===== src/rtl/mem_arbiter_if.sv =====
// Request/response bundle between the datapath, the memory arbiter and the RAM port.
// slave is the arbiter's view; master is the combined datapath + RAM view.
interface mem_arbiter_if;
   logic        iREN;
   logic [31:0] iaddr;
   logic        ihit;
   logic [31:0] iload;
   logic        dREN;
   logic        dWEN;
   logic [31:0] daddr;
   logic [31:0] dstore;
   logic        dhit;
   logic [31:0] dload;
   logic        ramREN;
   logic        ramWEN;
   logic [31:0] ramaddr;
   logic [31:0] ramstore;
   logic [31:0] ramload;
   logic        ramready;
   logic        err;

   modport slave (
      input  iREN, iaddr, dREN, dWEN, daddr, dstore, ramload, ramready,
      output ihit, iload, dhit, dload, ramREN, ramWEN, ramaddr, ramstore, err
   );

   modport master (
      output iREN, iaddr, dREN, dWEN, daddr, dstore, ramload, ramready,
      input  ihit, iload, dhit, dload, ramREN, ramWEN, ramaddr, ramstore, err
   );
endinterface


===== src/rtl/mem_arbiter.sv =====
// Serialises instruction fetches and data accesses onto one RAM port, data first,
// with a fairness flag against fetch starvation and a watchdog on RAM stalls.
module mem_arbiter #(
   parameter int unsigned TIMEOUT  = 64,
   parameter logic [31:0] ERR_WORD = 32'hBAD1BAD1
) (
   input logic          CLK,
   input logic          nRST,
   mem_arbiter_if.slave bus
);
   typedef enum logic [1:0] {IDLE, IACC, DACC, RESP} state_t;

   localparam int unsigned    CW      = (TIMEOUT > 1) ? $clog2(TIMEOUT) : 1;
   localparam logic [CW-1:0]  CNT_MAX = CW'(TIMEOUT - 1);

   state_t        state, next_state;
   logic [CW-1:0] wait_cnt;
   logic          last_d;
   logic          wd;
   logic          pick_d, pick_i;
   logic          timeout, done, abort;

   always_comb begin
      pick_d     = (bus.dREN || bus.dWEN) && !(bus.iREN && last_d);
      pick_i     = !pick_d && bus.iREN;
      timeout    = !bus.ramready && (wait_cnt == CNT_MAX);
      done       = bus.ramready || timeout;
      // withdrawal is sticky across the access, including its completion cycle
      abort      = wd || ((state == DACC) ? !(bus.dREN || bus.dWEN) : !bus.iREN);
      next_state = state;
      case (state)
         IDLE, RESP: next_state = pick_d ? DACC : (pick_i ? IACC : IDLE);
         IACC, DACC: if (done) next_state = RESP;
         default:    next_state = IDLE;
      endcase
   end

   always_ff @(posedge CLK or negedge nRST) begin
      if (!nRST) state <= IDLE;
      else       state <= next_state;
   end

   // RAM strobes/address double as the latched request for the whole access
   always_ff @(posedge CLK or negedge nRST) begin
      if (!nRST) begin
         wait_cnt     <= '0;
         last_d       <= 1'b0;
         wd           <= 1'b0;
         bus.ihit     <= 1'b0;
         bus.dhit     <= 1'b0;
         bus.iload    <= '0;
         bus.dload    <= '0;
         bus.ramREN   <= 1'b0;
         bus.ramWEN   <= 1'b0;
         bus.ramaddr  <= '0;
         bus.ramstore <= '0;
         bus.err      <= 1'b0;
      end else begin
         bus.ihit <= 1'b0;
         bus.dhit <= 1'b0;
         case (state)
            IDLE, RESP: begin
               wait_cnt <= '0;
               wd       <= 1'b0;
               if (next_state == DACC) begin
                  bus.ramREN   <= bus.dREN && !bus.dWEN;
                  bus.ramWEN   <= bus.dWEN;
                  bus.ramaddr  <= bus.daddr;
                  bus.ramstore <= bus.dstore;
               end else if (next_state == IACC) begin
                  bus.ramREN   <= 1'b1;
                  bus.ramWEN   <= 1'b0;
                  bus.ramaddr  <= bus.iaddr;
                  bus.ramstore <= '0;
               end
            end
            IACC, DACC: begin
               if (done) begin
                  bus.ramREN   <= 1'b0;
                  bus.ramWEN   <= 1'b0;
                  bus.ramaddr  <= '0;
                  bus.ramstore <= '0;
                  last_d       <= (state == DACC);
                  if (timeout) bus.err <= 1'b1;
                  if (!abort) begin
                     if (state == DACC) begin
                        bus.dhit <= 1'b1;
                        if (bus.ramREN) bus.dload <= timeout ? ERR_WORD : bus.ramload;
                     end else begin
                        bus.ihit  <= 1'b1;
                        bus.iload <= timeout ? ERR_WORD : bus.ramload;
                     end
                  end
               end else begin
                  wait_cnt <= wait_cnt + CW'(1);
                  wd       <= abort;
               end
            end
            default: ;
         endcase
      end
   end
endmodule


===== src/flat_wrapper.sv =====
// flat-port wrapper written by rule: the top's interface ports become plain ports
module mem_arbiter_flat 
#(
   parameter int unsigned TIMEOUT  = 64,
   parameter logic [31:0] ERR_WORD = 32'hBAD1BAD1
)
  (CLK, nRST, bus_iREN, bus_iaddr, bus_dREN, bus_dWEN, bus_daddr, bus_dstore, bus_ramload, bus_ramready, bus_ihit, bus_iload, bus_dhit, bus_dload, bus_ramREN, bus_ramWEN, bus_ramaddr, bus_ramstore, bus_err);
  mem_arbiter_if bus_i ();
  input logic CLK;
  input logic nRST;
  input wire logic [$bits(bus_i.iREN)-1:0] bus_iREN;
  input wire logic [$bits(bus_i.iaddr)-1:0] bus_iaddr;
  input wire logic [$bits(bus_i.dREN)-1:0] bus_dREN;
  input wire logic [$bits(bus_i.dWEN)-1:0] bus_dWEN;
  input wire logic [$bits(bus_i.daddr)-1:0] bus_daddr;
  input wire logic [$bits(bus_i.dstore)-1:0] bus_dstore;
  input wire logic [$bits(bus_i.ramload)-1:0] bus_ramload;
  input wire logic [$bits(bus_i.ramready)-1:0] bus_ramready;
  output wire logic [$bits(bus_i.ihit)-1:0] bus_ihit;
  output wire logic [$bits(bus_i.iload)-1:0] bus_iload;
  output wire logic [$bits(bus_i.dhit)-1:0] bus_dhit;
  output wire logic [$bits(bus_i.dload)-1:0] bus_dload;
  output wire logic [$bits(bus_i.ramREN)-1:0] bus_ramREN;
  output wire logic [$bits(bus_i.ramWEN)-1:0] bus_ramWEN;
  output wire logic [$bits(bus_i.ramaddr)-1:0] bus_ramaddr;
  output wire logic [$bits(bus_i.ramstore)-1:0] bus_ramstore;
  output wire logic [$bits(bus_i.err)-1:0] bus_err;
  assign bus_i.iREN = bus_iREN;
  assign bus_i.iaddr = bus_iaddr;
  assign bus_i.dREN = bus_dREN;
  assign bus_i.dWEN = bus_dWEN;
  assign bus_i.daddr = bus_daddr;
  assign bus_i.dstore = bus_dstore;
  assign bus_i.ramload = bus_ramload;
  assign bus_i.ramready = bus_ramready;
  assign bus_ihit = bus_i.ihit;
  assign bus_iload = bus_i.iload;
  assign bus_dhit = bus_i.dhit;
  assign bus_dload = bus_i.dload;
  assign bus_ramREN = bus_i.ramREN;
  assign bus_ramWEN = bus_i.ramWEN;
  assign bus_ramaddr = bus_i.ramaddr;
  assign bus_ramstore = bus_i.ramstore;
  assign bus_err = bus_i.err;
  mem_arbiter #(.TIMEOUT(TIMEOUT), .ERR_WORD(ERR_WORD)) u_core (.CLK(CLK), .nRST(nRST), .bus(bus_i));
endmodule

===== config.mk =====
export PLATFORM = sky130hd
export DESIGN_NAME = mem_arbiter_flat
export DESIGN_NICKNAME = d
export VERILOG_FILES = /design/src/rtl/mem_arbiter_if.sv /design/src/rtl/mem_arbiter.sv /design/src/flat_wrapper.sv
export SDC_FILE = /design/constraint.sdc
export NUM_CORES = 1
export LEC_CHECK = 0
export CORE_MARGIN = 10
export CORE_UTILIZATION = 27
export CTS_CLUSTER_DIAMETER = 50
export DETAILED_ROUTE_END_ITERATION = 12
export PLACE_DENSITY_LB_ADDON = 0.12
export SLEW_MARGIN = 15
export SYNTH_ARGS = -nofsm -noshare
export SYNTH_HDL_FRONTEND = slang
export SYNTH_SLANG_ARGS = --single-unit

===== constraint.sdc =====
create_clock -name CLK -period 2.62 [get_ports CLK]
set_clock_uncertainty 0.2 [all_clocks]
set_input_delay 0.786 -clock CLK [delete_from_list [all_inputs] [get_ports CLK]]
set_output_delay 0.786 -clock CLK [all_outputs]
set_load 0.1 [all_outputs]

==> results by group, run 1 <==
Outcome
  – Run status: finished, final reports clean

Clock tree
  – Maximum root-to-sink buffer count: 2
  – Number of buffers inserted during clock tree synthesis: 17
  – # clock sinks: 143
  – Cell at the root of the clock tree: sky130_fd_sc_hd__clkbuf_16
  – Clock Latency Late Sink: 0.42 ns
  – CTS Hold Buffers Added: 0
  – CTS tree: done
  – Post-CTS clock slew at the launch and capture registers of the worst setup and hold paths: 0.06 ns
  – Number of H-tree levels: 4

Layout
  – Antenna diode instance count: 0
  – Fraction of layout instances using a drive strength above 1: 0.259
  – Post-Layout Inst Area: 10,300 um2
  – # fillers: 2,376
  – Post-synthesis to final-layout area growth: 52.3%
  – Count of placed standard cells in the final layout, fillers left out: 1,207
  – Fin nets: 1,006
  – Multi-input gate area: 2820 um2
  – Storage cell area: 3580 um2

Setup path
  – Cell at the slowest stage of the critical path: sky130_fd_sc_hd__or2_2
  – FF-to-FF setup slack: 0.28 ns
  – Nature of the critical path startpoint: register
  – Reg2Reg Launch Point: u_core.state[1]
  – Highest net fanout along the worst path: 34
  – Kind of critical path: register to register
  – Category of the worst setup path capture point: register
  – Crit. Startpoint: u_core.state[1]
  – List of cells traversed by the critical path: ha_2 -> or2_2 -> nor4_1 -> a211oi_1
  – Stage delay of the slowest cell on the critical path: 0.67 ns
  – CP Data Arrival Time: 2.46 ns
  – Data required time at the worst endpoint: 2.74 ns

Logic synthesis
  – Biggest area contributors in the synthesized netlist: sky130_fd_sc_hd__dfrtp_1, sky130_fd_sc_hd__mux2i_1, sky130_fd_sc_hd__o2bb2ai_1
  – Number of flip-flops and latches in the synthesized netlist: 143
  – Netlist cell types: 47
  – Synth Flop Type: sky130_fd_sc_hd__dfrtp_1
  – Count of flip-flops with a built-in enable after synthesis: 0
  – Synthesized area per cell: 11.2 um2
  – Asr flop ratio synth: 1.00
  – Total of warnings raised by yosys: 0
  – Top-area cell type share of the netlist area: 0.527
  – Sequential cell area fraction in the yosys report: 0.527
  – Total standard cell area after synthesis: 6780 um2
  – Syn nets: 744
  – Library cell with the largest summed area after synthesis: sky130_fd_sc_hd__dfrtp_1
  – Cells after Synth: 608
  – Synth cell count leaders: sky130_fd_sc_hd__dfrtp_1, sky130_fd_sc_hd__mux2i_1, sky130_fd_sc_hd__inv_1, sky130_fd_sc_hd__o2bb2ai_1, sky130_fd_sc_hd__a22o_1
  – Dominant cell by count in the synthesized netlist: sky130_fd_sc_hd__dfrtp_1

Route
  – Initial DRC Count: 323
  – Post-DR vias/cell: 4.90
  – Met3 layer wire length in the routed design: 1220 um
  – Detailed Routing Iterations Pass 1: 4
  – Sum of routed wire length over all layers: 24,400 um
  – Number of remaining DRC errors: 0
  – Top Layer Used: met4
  – Average wire length per cell after detail routing: 20.2 um
  – Detailed-route wire length on metal 1: 9810 um
  – Total number of vias: 5,920
  – ANT nets after route: 0
  – Met2 wire length: 13,000 um

Die
  – Horizontal extent of the die: 179 um
  – Core box area: 24,500 um2
  – Starting density of the core: 0.277
  – Height of the die: 179 um
  – Number of placed I/O pins: 267
  – Num rows: 57
  – Area of the die: 31,900 um2

Place
  – Total placed cells including tap cells: 1,175
  – Placement-stage cell area: 9740 um2
  – Final weighted congestion of routability-driven global placement: 0.783
  – Detailed placement HPWL: 18,300 um
  – Port Buffers: 266

Timing
  – Slew @ Worst Pin: 0.741 ns
  – Final-report setup violation count: 0
  – Relative slew slack: 0.506
  – Share of the cycle needed by the critical path after routing: 0.893
  – Number of hold violations in the final report: 0
  – Final period demand of the worst path: 2.34 ns
  – Fmax achieved: 428 MHz
  – Unrepaired setup endpoints after global routing: no
  – Worst hold slack: 0.0805 ns
  – Final total negative setup slack: 0 ns
  – Number of pins exceeding their max-slew limit in the final report: 0

Global route
  – Number of antenna violations at the first check in global routing: 0
  – Total congestion overflow: 0
  – Global routing usage summed across all routing layers: 0.150
  – Wire length of the first global-routing pass: 37,600 um
  – Largest net degree at the start of global routing: 44
  – Via count of the first global-routing pass: 6,380

Min path
  – Hold WC Path Type: primary input to asynchronous set/reset pin

Run
  – Max_cap viols: 0
-- per-stage QoR --
stage,utilization,worst slack (ns)
6_report,0.421,0.282
5_1_grt,0.421,0.0512
4_1_cts,0.421,0.102
3_5_place_dp,0.397,-0.185
3_3_place_gp,0.397,-0.143
2_1_floorplan,-,0.294
-- state kept, by name (all words and copies together), names as in the netlist, 2 cells and up --
register,count
u_core.wait_cnt,6
u_core.bus.ramstore,32
u_core.bus.iload,32
u_core.bus.ramaddr,32
u_core.bus.dload,32
u_core.state,2
-- logic make-up (layout without fill, tap and decap cells) --
family / count (synthesis) / in the layout / synth area share
AOI/OAI and AO/OA: 186 / 186 / 0.206
adders and majority gates: 2 / 2 / 0.00369
buffers and inverters: 101 / 376 / 0.0638
DFF: 143 / 143 / 0.527
muxes: 66 / 66 / 0.100
and+or+nand+nor: 110 / 110 / 0.0985
-- area by class of cell --
cell class	count	share of cell area
Clock buffer	18	0.0415
Clock inverter	14	0.0153
Timing Repair Buffer	302	0.270
Tap cell	324	0.0392
Multi-Input combinational cell	364	0.273
Inverter	42	0.0153
Sequential cell	143	0.346
-- cell usage in the layout, fill, tap and decap left out, types with 17 or more instances in the layout --
cell type and instances:
sky130_fd_sc_hd__a31oi_1 20, sky130_fd_sc_hd__inv_1 41, sky130_fd_sc_hd__mux2i_1 51, sky130_fd_sc_hd__a211oi_1 19, sky130_fd_sc_hd__a21oi_1 23, sky130_fd_sc_hd__nor4_1 18, sky130_fd_sc_hd__clkbuf_16 17, sky130_fd_sc_hd__a22o_1 32
sky130_fd_sc_hd__dfrtp_1 143, sky130_fd_sc_hd__clkdlybuf4s50_1 132, sky130_fd_sc_hd__o2bb2ai_1 33, sky130_fd_sc_hd__buf_4 154, sky130_fd_sc_hd__nand2b_1 21
-- worst paths after layout --
path,cells past startpoint,to
setup / recovery,4,u_core.bus.dload[6]
hold reg to reg,1,u_core.bus.ramaddr[25]
hold / removal,1,u_core.bus.iload[11]
max in group asynchronous,2,u_core.wait_cnt[5]
setup reg to reg,4,u_core.bus.dload[6]
min in group CLK,1,u_core.bus.ramaddr[25]
-- worst max-delay path, delay by kind of cell, from the launching register on --
| kind | cells | cell delay [ns] |
|---|---|---|
| flops | 1 | 0.39 |
| simple gates | 2 | 0.82 |
| compound gates | 1 | 0.26 |
| fa+ha+maj | 1 | 0.55 |
-- routing by layer --
metal  up-vias  track usage
li1       2786            -
met1      2958        0.178
met2       155        0.262
met3        21       0.0362
met4         0       0.0482
met5         -            0
-- what timing repair did --
item,4_1_cts,5_1_grt
setup buffers,0,0
resized for setup,0,1
setup endpoints to repair,0,73
Power of run 1 is not shown: default switching activity piles up to over one toggle a cycle in this logic, so the estimate is an artifact.
==> inputs of run 2 (changes only) <==
==> constraint.sdc (replaced) <==
create_clock -name CLK -period 2.62 [get_ports CLK]
set_clock_uncertainty 0.2 [all_clocks]
set_input_delay 0.393 -clock CLK [delete_from_list [all_inputs] [get_ports CLK]]
set_output_delay 0.393 -clock CLK [all_outputs]
set_load 0.1 [all_outputs]
==> run 2 against run 1 <==
  * Count of clock-buffer cells in the layout up 1
  * First-iteration DRC count is 20% higher
  * Register-to-register slack about the same
  * Non-clock buffer count decreased by 14
  * Maximum frequency barely moved
  * Largest cell class unchanged
  * Highest routed layer unchanged
==> results by group, run 2 (synthesis gave the netlist of run 1 again) <==
Timing
  – Final-report setup violation count: 0
  – Number of pins exceeding their max-slew limit in the final report: 0
  – Relative slew slack: 0.241
  – Number of hold violations in the final report: 0
  – Share of the cycle needed by the critical path after routing: 0.892
  – Fmax achieved: 428 MHz
  – Unrepaired setup endpoints after global routing: no
  – Final total negative setup slack: 0 ns
  – Slew @ Worst Pin: 1.14 ns
  – Final period demand of the worst path: 2.34 ns

Setup path
  – Data required time at the worst endpoint: 2.73 ns
  – Kind of critical path: register to register
  – CP Data Arrival Time: 2.45 ns
  – Highest net fanout along the worst path: 32
  – Nature of the critical path startpoint: register
  – Reg2reg path depth: 6
  – Category of the worst setup path capture point: register
  – Reg2Reg Launch Point: u_core.state[0]
  – Crit. Startpoint: u_core.state[0]

Route
  – Average wire length per cell after detail routing: 20.4 um
  – Number of remaining DRC errors: 0
  – Total number of vias: 5,913
  – Initial DRC Count: 387
  – ANT nets after route: 0
  – Post-DR vias/cell: 4.96
  – Detailed Routing Iterations Pass 1: 4
  – Sum of routed wire length over all layers: 24,300 um

Place
  – Final weighted congestion of routability-driven global placement: 0.776
  – Detailed placement HPWL: 17,800 um
  – Port Buffers: 266

Outcome
  – Run status: finished, final reports clean

Clock tree
  – Number of buffers inserted during clock tree synthesis: 17
  – Post-CTS clock slew at the launch and capture registers of the worst setup and hold paths: 0.06 ns
  – CTS tree: done
  – Number of H-tree levels: 4
  – Post-CTS Resized: 0
  – Clock Latency Late Sink: 0.41 ns
  – Maximum root-to-sink buffer count: 2
  – Cell at the root of the clock tree: sky130_fd_sc_hd__clkbuf_16
  – # clock sinks: 143
  – Post-CTS setup repair buffer count: 0

Layout
  – Top library cells by usage in the layout, fill and taps aside: sky130_fd_sc_hd__buf_4, sky130_fd_sc_hd__dfrtp_1, sky130_fd_sc_hd__clkdlybuf4s50_1
  – Antenna diode instance count: 0
  – Most common cell after layout, fill and taps aside: sky130_fd_sc_hd__buf_4
  – Fraction of layout instances using a drive strength above 1: 0.245
  – Post-synthesis to final-layout area growth: 49.2%
  – Storage cell area: 3580 um2
  – Multi-input gate area: 2810 um2
  – # fillers: 2,400
  – Fin nets: 992

Global route
  – Total congestion overflow: 0
  – Number of antenna violations at the first check in global routing: 0
  – Via count of the first global-routing pass: 6,428
  – Wire length of the first global-routing pass: 37,700 um
  – Largest net degree at the start of global routing: 70
  – Global routing usage summed across all routing layers: 0.149

Die
  – Core box area: 24,500 um2
  – Number of placed I/O pins: 267
  – Horizontal extent of the die: 179 um
  – Height of the die: 179 um
  – Num rows: 57
  – Area of the die: 31,900 um2
  – Starting density of the core: 0.277

Min path
  – Hold WC Path Type: primary input to asynchronous set/reset pin

Run
  – Max_cap viols: 0
==> run 2: final cells by class <==
type,instances,area share
clock buffer,19,0.0438
tap,324,0.0400
multi-input combinational,364,0.278
sequential,143,0.354
clock inverter,13,0.0124
timing repair buffer,288,0.257
inverter,42,0.0156
==> run 2: worst paths after layout <==
kind / slack, ns / to
worst min-delay path: 0.26 / u_core.bus.dload[9]
worst max-delay path: 0.28 / u_core.bus.iload[30]
min in group CLK: 0.27 / u_core.bus.err
max in group asynchronous: 1.18 / u_core.bus.ramstore[23]
worst min register to register: 0.27 / u_core.bus.err
worst max register to register: 0.28 / u_core.bus.iload[30]
==> run 2: worst max-delay path, cell delays in order (launching register included) <==
cell and delay, ns:
sky130_fd_sc_hd__dfrtp_1 0.34, sky130_fd_sc_hd__inv_1 0.05, sky130_fd_sc_hd__ha_1 0.45, sky130_fd_sc_hd__nor4b_4 0.38, sky130_fd_sc_hd__buf_12 0.26, sky130_fd_sc_hd__mux2_2 0.37, sky130_fd_sc_hd__a21o_1 0.15
==> run 2: repair_timing <==
| action | in CTS | in global routing |
|---|---|---|
| setup endpoints to repair | 0 | 0 |
| hold buffers | 1 | 0 |
| endpoints found under the hold margin | 42 | 0 |
==> run 2: metal layers <==
| layer | vias to the layer above | wire length, um | track usage |
|---|---|---|---|
| li1 | 2762 | - | - |
| met1 | 2953 | 9630 | 0.174 |
| met2 | 173 | 12800 | 0.259 |
| met3 | 25 | 1420 | 0.0419 |
| met4 | 0 | 471 | 0.0493 |
| met5 | - | 0 | 0 |
==> run 2: metrics by stage <==
| stage | hold slack, ns | setup slack, ns | cell area [um2] | util | std cells |
|---|---|---|---|---|---|
| after floorplan | -0.103 | 0.416 | 6780 | - | 608 |
| after global placement | 0.144 | 0.198 | 9540 | 0.389 | 1160 |
| after detailed placement | 0.150 | 0.0773 | 9540 | 0.389 | 1160 |
| after CTS | 0.272 | 0.267 | 10100 | 0.413 | 1193 |
| after global routing | 0.300 | 0.0628 | 10100 | 0.413 | 1193 |
| final | 0.264 | 0.282 | 10100 | 0.413 | 1193 |
Power of run 2 is left out for the same reason.
==> inputs of run 3 (changes only) <==
CAP_MARGIN = 20   (was unset)
SETUP_SLACK_MARGIN = 0.2   (was unset)
==> run 3 against run 2 <==
  * Via count rose by 0.42%
  * Hold slack got worse by 0.00082 ns
  * Global-route usage did not move
  * Critical path type unchanged
==> results by group, run 3 (synthesis gave the netlist of run 1 again) <==
Min path
  – Hold WC Path Type: primary input to asynchronous set/reset pin

Die
  – Area of the die: 31,900 um2
  – Height of the die: 179 um
  – Num rows: 57
  – Horizontal extent of the die: 179 um
  – Starting density of the core: 0.277
  – Core box area: 24,500 um2
  – Number of placed I/O pins: 267

Global route
  – Wire length of the first global-routing pass: 37,700 um
  – Total congestion overflow: 0
  – Largest net degree at the start of global routing: 70
  – Number of antenna violations at the first check in global routing: 0
  – Via count of the first global-routing pass: 6,428
  – Met3 track utilization from global routing: 0.0419
  – Global routing usage summed across all routing layers: 0.149
  – Met1 track demand over resource: 0.174
  – Met2 usage in global routing: 0.259
  – Global-route layer with the greatest usage: met2

Setup path
  – Nature of the critical path startpoint: register
  – Stage delay of the slowest cell on the critical path: 0.38 ns
  – List of cells traversed by the critical path: inv_1 -> ha_2 -> nor4b_4 -> buf_12 -> mux2_2 -> a21o_1
  – Category of the worst setup path capture point: register
  – Highest net fanout along the worst path: 32
  – Cell at the slowest stage of the critical path: sky130_fd_sc_hd__dfrtp_1
  – Crit-path leading delay family: flip-flops
  – Data required time at the worst endpoint: 2.73 ns
  – CP Data Arrival Time: 2.37 ns
  – Critical path buffers and inverters: 2
  – Kind of critical path: register to register

Clock tree
  – # clock sinks: 143
  – Post-CTS clock slew at the launch and capture registers of the worst setup and hold paths: 0.06 ns
  – Number of H-tree levels: 4
  – Cell at the root of the clock tree: sky130_fd_sc_hd__clkbuf_16
  – Maximum root-to-sink buffer count: 2
  – Number of buffers inserted during clock tree synthesis: 17
  – Post-CTS setup repair buffer count: 0
  – CTS tree: done
  – Clock Latency Late Sink: 0.41 ns

Route
  – Initial DRC Count: 372
  – ANT nets after route: 0
  – Post-DR vias/cell: 4.97
  – Average wire length per cell after detail routing: 20.4 um
  – Detailed Routing Iterations Pass 1: 5
  – Total number of vias: 5,938
  – Sum of routed wire length over all layers: 24,400 um
  – Number of remaining DRC errors: 0

Timing
  – Fmax achieved: 443 MHz
  – Unrepaired setup endpoints after global routing: no
  – Final period demand of the worst path: 2.26 ns
  – Final total negative setup slack: 0 ns
  – Slew @ Worst Pin: 0.629 ns
  – Share of the cycle needed by the critical path after routing: 0.862
  – Final-report setup violation count: 0
  – Number of pins exceeding their max-slew limit in the final report: 0
  – Number of hold violations in the final report: 0
  – Relative slew slack: 0.580

Layout
  – Storage cell area: 3580 um2
  – # fillers: 2,398
  – Fraction of layout instances using a drive strength above 1: 0.247
  – Fin nets: 993
  – Most common cell after layout, fill and taps aside: sky130_fd_sc_hd__buf_4
  – Top library cells by usage in the layout, fill and taps aside: sky130_fd_sc_hd__buf_4, sky130_fd_sc_hd__dfrtp_1, sky130_fd_sc_hd__clkdlybuf4s50_1
  – Multi-input gate area: 2820 um2
  – Post-synthesis to final-layout area growth: 49.7%
  – Antenna diode instance count: 0

Run
  – Max_cap viols: 0

Place
  – Final weighted congestion of routability-driven global placement: 0.776
  – Detailed placement HPWL: 17,800 um
  – Port Buffers: 266

Outcome
  – Run status: finished, final reports clean
==> run 3: changes by cell type in the layout (fill, tap and decap cells not counted) <==
cell / before / now
sky130_fd_sc_hd__ha_2: 0 / 1
sky130_fd_sc_hd__or2_2: 2 / 1
sky130_fd_sc_hd__ha_1: 2 / 1
sky130_fd_sc_hd__buf_16: 0 / 1
sky130_fd_sc_hd__or2_4: 0 / 1
==> run 3: cell type report <==
| class | instances | share of cell area |
|---|---|---|
| Tap cell | 324 | 0.0399 |
| Multi-Input combinational cell | 364 | 0.278 |
| Inverter | 42 | 0.0155 |
| Clock buffer | 19 | 0.0436 |
| Clock inverter | 13 | 0.0123 |
| Sequential cell | 143 | 0.352 |
| Timing Repair Buffer | 289 | 0.259 |
==> run 3: per-layer routing <==
layer,vias up,share of wire
met5,-,0
met4,0,0.019
met3,24,0.059
met2,176,0.53
met1,2976,0.40
li1,2762,-
==> run 3: worst paths after layout <==
path,to,start,slack [ns],depth (start not counted)
worst min register to register,u_core.bus.err,u_core.bus.err,0.27,1
worst min-delay path,u_core.bus.dload[9],nRST,0.26,2
worst max register to register,u_core.bus.iload[30],u_core.state[0],0.36,6
min in group CLK,u_core.bus.err,u_core.bus.err,0.27,1
max in group asynchronous,u_core.bus.ramstore[27],nRST,1.18,3
worst max-delay path,u_core.bus.iload[30],u_core.state[0],0.36,6
==> run 3: repair_timing <==
| item | in CTS | in global routing |
|---|---|---|
| resized for setup | 0 | 2 |
| setup endpoints to repair | 0 | 31 |
| hold endpoints to repair | 42 | 0 |
| hold buffers | 1 | 0 |
==> run 3: through the flow <==
stage | instance area [um2] | setup WS (ns) | std cells | util | hold slack [ns]
after floorplan | 6780 | 0.416 | 608 | - | -0.103
after global placement | 9540 | 0.198 | 1160 | 0.389 | 0.144
after detailed placement | 9540 | 0.0773 | 1160 | 0.389 | 0.150
after CTS | 10100 | 0.267 | 1193 | 0.413 | 0.272
after global routing | 10200 | 0.275 | 1194 | 0.414 | 0.300
final | 10200 | 0.361 | 1194 | 0.414 | 0.263
Power of run 3 is left out for the same reason.
